<file path="src/rtl/helloworld_bist_ctrl.sv">
// Self-test engine for the HelloWorld FSM: holds the DUT in reset, drives
// LFSR stimulus on x25/x24/x23, compacts z0..z5 into a 6-bit MISR and
// compares the final signature against a golden value.
module helloworld_bist_ctrl #(
    parameter int unsigned N_VECTORS   = 64,
    parameter int unsigned DUT_LATENCY = 1,
    parameter int unsigned RST_CYCLES  = 4,
    parameter logic [7:0]  LFSR_SEED   = 8'h01,
    parameter logic [5:0]  GOLDEN_SIG  = 6'h00
) (
    input  logic       bertaClock,
    input  logic       global_reset,
    input  logic       start,
    output logic       dut_reset,
    output logic       x25,
    output logic       x24,
    output logic       x23,
    input  logic [5:0] z_in,
    output logic       busy,
    output logic       done,
    output logic       pass,
    output logic [5:0] signature
);

    typedef enum logic [2:0] {S_IDLE, S_DUT_RST, S_RUN, S_CHECK, S_DONE} state_t;

    // Wide enough for N_VECTORS+DUT_LATENCY at the largest allowed values.
    localparam int CNT_W = 9;
    localparam logic [CNT_W-1:0] RST_LAST = CNT_W'(RST_CYCLES - 1);
    localparam logic [CNT_W-1:0] RUN_LAST = CNT_W'(N_VECTORS + DUT_LATENCY - 1);
    localparam logic [CNT_W-1:0] N_VEC    = CNT_W'(N_VECTORS);

    state_t           state_q, state_d;
    logic [CNT_W-1:0] cnt_q, cnt_d;
    logic [7:0]       lfsr_q, lfsr_d;
    logic [5:0]       misr_q, misr_d;
    logic [2:0]       stim_q, stim_d;
    logic             dut_rst_q, dut_rst_d;
    logic             busy_q, busy_d;
    logic             done_q, done_d;
    logic             pass_q, pass_d;
    logic             cap_en;

    // Capture window opens once the first response has crossed the DUT.
    generate
        if (DUT_LATENCY == 0) begin : g_cap_now
            assign cap_en = 1'b1;
        end else begin : g_cap_lat
            assign cap_en = (cnt_q >= CNT_W'(DUT_LATENCY));
        end
    endgenerate

    // MISR with feedback polynomial x^6+x+1.
    function automatic logic [5:0] misr_next(input logic [5:0] m, input logic [5:0] z);
        logic [5:0] n;
        n[0] = m[5] ^ z[0];
        n[1] = m[0] ^ m[5] ^ z[1];
        for (int i = 2; i < 6; i++) n[i] = m[i-1] ^ z[i];
        return n;
    endfunction

    // Next-state, datapath and registered-output decode.
    always_comb begin
        state_d = state_q;
        cnt_d   = cnt_q;
        lfsr_d  = lfsr_q;
        misr_d  = misr_q;
        pass_d  = pass_q;
        case (state_q)
            S_IDLE, S_DONE: begin
                if (start) begin
                    state_d = S_DUT_RST;
                    cnt_d   = '0;
                    lfsr_d  = LFSR_SEED;
                    misr_d  = '0;
                    pass_d  = 1'b0;
                end
            end
            S_DUT_RST: begin
                if (cnt_q == RST_LAST) begin
                    state_d = S_RUN;
                    cnt_d   = '0;
                end else begin
                    cnt_d = cnt_q + CNT_W'(1);
                end
            end
            S_RUN: begin
                if (cnt_q < N_VEC)
                    lfsr_d = {lfsr_q[6:0], lfsr_q[7] ^ lfsr_q[5] ^ lfsr_q[4] ^ lfsr_q[3]};
                if (cap_en)
                    misr_d = misr_next(misr_q, z_in);
                if (cnt_q == RUN_LAST) begin
                    state_d = S_CHECK;
                    cnt_d   = '0;
                end else begin
                    cnt_d = cnt_q + CNT_W'(1);
                end
            end
            S_CHECK: begin
                pass_d  = (misr_q == GOLDEN_SIG);
                state_d = S_DONE;
            end
            default: state_d = S_IDLE;
        endcase
        // Outputs are decoded from next-state values so they can be registered
        // without lagging the state they describe.
        stim_d    = (state_d == S_RUN && cnt_d < N_VEC) ? lfsr_d[2:0] : 3'b000;
        dut_rst_d = (state_d == S_DUT_RST);
        busy_d    = (state_d == S_DUT_RST) || (state_d == S_RUN) || (state_d == S_CHECK);
        done_d    = (state_d == S_DONE);
    end

    // State and output registers; reset aborts any run in progress.
    always_ff @(posedge bertaClock) begin
        if (global_reset) begin
            state_q   <= S_IDLE;
            cnt_q     <= '0;
            lfsr_q    <= LFSR_SEED;
            misr_q    <= '0;
            stim_q    <= '0;
            dut_rst_q <= 1'b0;
            busy_q    <= 1'b0;
            done_q    <= 1'b0;
            pass_q    <= 1'b0;
        end else begin
            state_q   <= state_d;
            cnt_q     <= cnt_d;
            lfsr_q    <= lfsr_d;
            misr_q    <= misr_d;
            stim_q    <= stim_d;
            dut_rst_q <= dut_rst_d;
            busy_q    <= busy_d;
            done_q    <= done_d;
            pass_q    <= pass_d;
        end
    end

    assign dut_reset = dut_rst_q;
    assign x25       = stim_q[2];
    assign x24       = stim_q[1];
    assign x23       = stim_q[0];
    assign busy      = busy_q;
    assign done      = done_q;
    assign pass      = pass_q;
    assign signature = misr_q;

endmodule

</file>
<file path="config.mk">
export PLATFORM = sky130hd
export DESIGN_NAME = helloworld_bist_ctrl
export DESIGN_NICKNAME = d
export VERILOG_FILES = /design/src/rtl/helloworld_bist_ctrl.sv
export SDC_FILE = /design/constraint.sdc
export NUM_CORES = 1
export LEC_CHECK = 0
export ABC_AREA = 1
export BUFFER_PORTS_ARGS = -buffer_cell sky130_fd_sc_hd__buf_2
export CORE_UTILIZATION = 56
export DETAILED_ROUTE_END_ITERATION = 7
export GPL_TIMING_DRIVEN = 0
export PLACE_DENSITY = 0.82
export RECOVER_POWER = 25
export SKIP_CTS_REPAIR_TIMING = 1
export SLEW_MARGIN = 5
export SYNTH_ARGS = -nofsm -noshare
export SYNTH_HDL_FRONTEND = slang
export SYNTH_SLANG_ARGS = --single-unit
</file>
<file path="constraint.sdc">
create_clock -name bertaClock -period 1.8 [get_ports bertaClock]
set_input_delay 0.36 -clock bertaClock [delete_from_list [all_inputs] [get_ports bertaClock]]
set_output_delay 0.36 -clock bertaClock [all_outputs]
set_load 0.01 [all_outputs]
</file>
==> reports/results.ini <==
[clock_network]
cts.path.max_buffers=2
clk_latency_ns=0.33
numCtsBuffers=5
path_clk_slew_ns=0.09
cts_sinks=33
cts_tree=done
cts_max_level=2
root_buffer=clkbuf_4

[yosys]
avgSynthCellArea_um2=7.59
synth_compound_gate_area_share_pct=9.89
synthAdderAreaFrac_pct=2.20
seq_area_frac_synth_pct=38.7
ys_warn_count=0
synth_edf_count=0
synth-main-ff-cell=dfxtp_1
syn_inst=225
synthSimpleGateAreaFrac_pct=38.3
yosys.area.top_type=dfxtp_1
synth_top_family_by_area=simple AND/OR/NAND/NOR gates
ys_types=33
synth.area.mux_share_pct=0
synthArstFlopShare_pct=0
synth_fp_nets=237
synth_top_area_share_pct=38.7
ys_ff_latch=33
synthXorXnorAreaFrac_pct=4.10
netlist_area_um2=1710
synthTopCellsByArea=dfxtp_1 (39%), nand2_1 (9.9%), a21oi_1 (5.6%)

[place]
hpwl_um=2470
io_buffers=21
routabilityCongestion=0.768
placed_cells=277

[pwr]
seqPwrFrac_pct=58.2
sw_frac_of_total_pct=25.2
combPwrFrac_pct=9.3
internal_power_uw=962
p_leak_nw=0.840
power-per-cell-area_nw_per_um2=678
ir_worst_vdd_mv=0.534
p_sw_uw=324
clockPowerShare_pct=32.5

[die]
ios=22
die_x_um=57.2
initial_utilization_pct=60.4
die_h_um=57.2
core_area_um2=2830
die_area_um2=3270
rows=19

[grt]
first_global_vias=1372
antenna_found_initial=0
grt_max_degree=11
grtUsageTotal_pct=23.0
grt_overflow=0
grt_pass1_wl_um=5820

[detailed_routing]
drc=2
drt_iter0_markers=55
vias_per_cell=5.23
drtPass1Iterations=6
antenna_left=0
routedWlPerCell_um=11.4
vias=1486
routed_wl_um=3250

[outcome]
violations=DRC
outcome=complete, but fails checks

[hold_path]
hold_path_class=input pin to flop

[setup_path]
crit_required_ns=2.02
startpoint_type=flop
path_class=flop to flop
reg2reg_slack_ns=0.19
arrival_ns=1.84
crit_fanout=5
critPathCaptureType=flop

[timing]
fmax_ghz=0.620
slew_violations=0
fin_skew_ns=0.0102
relSlewSlack_pct=67.2
period_share_pct=89.6
tightest_slew_ns=0.493
period_minus_slack_ns=1.61
hold_viol=0
setup_viol=0
rsz0062_at_grt=false
fin_tns_setup_ns=0

[final_layout]
multi_input_area_um2=931
antennaDiodeCount=0
fillers=265
finish.utilization_pct=67.1
final_cells=284
drive_gt1_share_pct=24.1
finalNetCount=265
regArea_um2=661
syn2layout_area_growth_pct=11.1

[run]
drv_cap=0

-- cell families after synthesis --
logic type / after synthesis
xor gates and xnor gates: 8
DFF: 33
and+or+nand+nor: 122
adders and majority gates: 3
buffers and inverters: 31
AOI/OAI and AO/OA: 28
-- state kept, by name, summed over array words and instances, names as in the netlist --
name,flops
dut_reset,1
state_q,3
lfsr_q,8
pass,1
signature,6
done,1
stim_q,3
busy,1
cnt_q,9
-- synthesized netlist by cell type, types with 2 or more instances --
| cell type | count |
|---|---|
| xor2_1 | 7 |
| clkbuf_1 | 2 |
| nor3_1 | 4 |
| or2_2 | 2 |
| nor2_2 | 5 |
| nand3b_1 | 3 |
| nand3_1 | 19 |
| nand2_2 | 7 |
| a21oi_1 | 19 |
| nand3_4 | 2 |
| inv_2 | 12 |
| o21ai_1 | 2 |
| ha_1 | 3 |
| nand2_1 | 45 |
| nor2_1 | 22 |
| dfxtp_1 | 33 |
| nor2_8 | 2 |
| inv_1 | 17 |
| nand3_2 | 5 |
-- through the flow --
step	power, mW	hold WS [ns]	instance area, um^2	setup slack (ns)
6_report	1.29	0.225	1900	0.188
5_1_grt	1.34	0.225	1900	0.00101
4_1_cts	1.29	0.222	1910	0.168
3_5_place_dp	0.885	0.464	1850	0.189
3_3_place_gp	0.882	0.463	1850	0.211
2_1_floorplan	0.848	0.429	1710	0.393
-- worst max-delay path, stage by stage (launching register included) --
cell and delay, ns:
dfxtp_1 0.42, ha_1 0.21, nand2_1 0.07, nor2_2 0.12, nand2_1 0.08, nand2_1 0.08
nand2_2 0.07, o21ai_4 0.22, inv_1 0.09, o211ai_1 0.10, inv_1 0.05
-- layer usage --
layer | global-route usage [%] | part of all wire (%)
met1 | 30.3 | 49
met2 | 36.5 | 46
met3 | 5.44 | 3.7
met4 | 9.41 | 1.6
met5 | 0 | 0
-- worst paths after layout --
path                startpoint   endpoint  depth (start not counted)
hold / removal    global_reset   cnt_q[7]                          2
setup / recovery      cnt_q[0]   cnt_q[4]                         10
hold reg to reg      lfsr_q[2]  lfsr_q[3]                          2
setup reg to reg      cnt_q[0]   cnt_q[4]                         10
-- cell usage in the layout, fill, tap and decap left out, types with 2 or more instances in the layout --
master / Yosys / final
nand2_1: 45 / 45
dfxtp_1: 33 / 33
nor2_1: 22 / 22
a21oi_1: 19 / 19
nand3_1: 19 / 19
inv_1: 17 / 17
buf_2: 0 / 14
inv_2: 12 / 12
clkbuf_1: 2 / 10
nand2_2: 7 / 7
xor2_1: 7 / 7
nor2_2: 5 / 5
nand3_2: 5 / 5
clkbuf_4: 0 / 5
nor3_1: 4 / 4
nand3b_1: 3 / 3
ha_1: 3 / 3
or2_2: 2 / 2
nand3_4: 2 / 2
nor2_8: 2 / 2
o21ai_1: 2 / 2
-- area by class of cell --
class	instances	area share (%)
multi-input combinational	161	49.0
sequential	33	34.8
inverter	29	5.73
timing repair buffer	21	5.08
clock buffer	7	2.90
tap	31	2.04
buffer	2	0.396
-- power by group through the flow --
stage	Combinational [mW]	Clock (mW)	Sequential [mW]
2_1_floorplan	0.0821	0	0.766
3_3_place_gp	0.117	0	0.765
3_5_place_dp	0.119	0	0.765
4_1_cts	0.121	0.424	0.748
5_1_grt	0.134	0.455	0.750
6_report	0.119	0.418	0.748
Note: power is estimated with default switching activity, not from simulation.
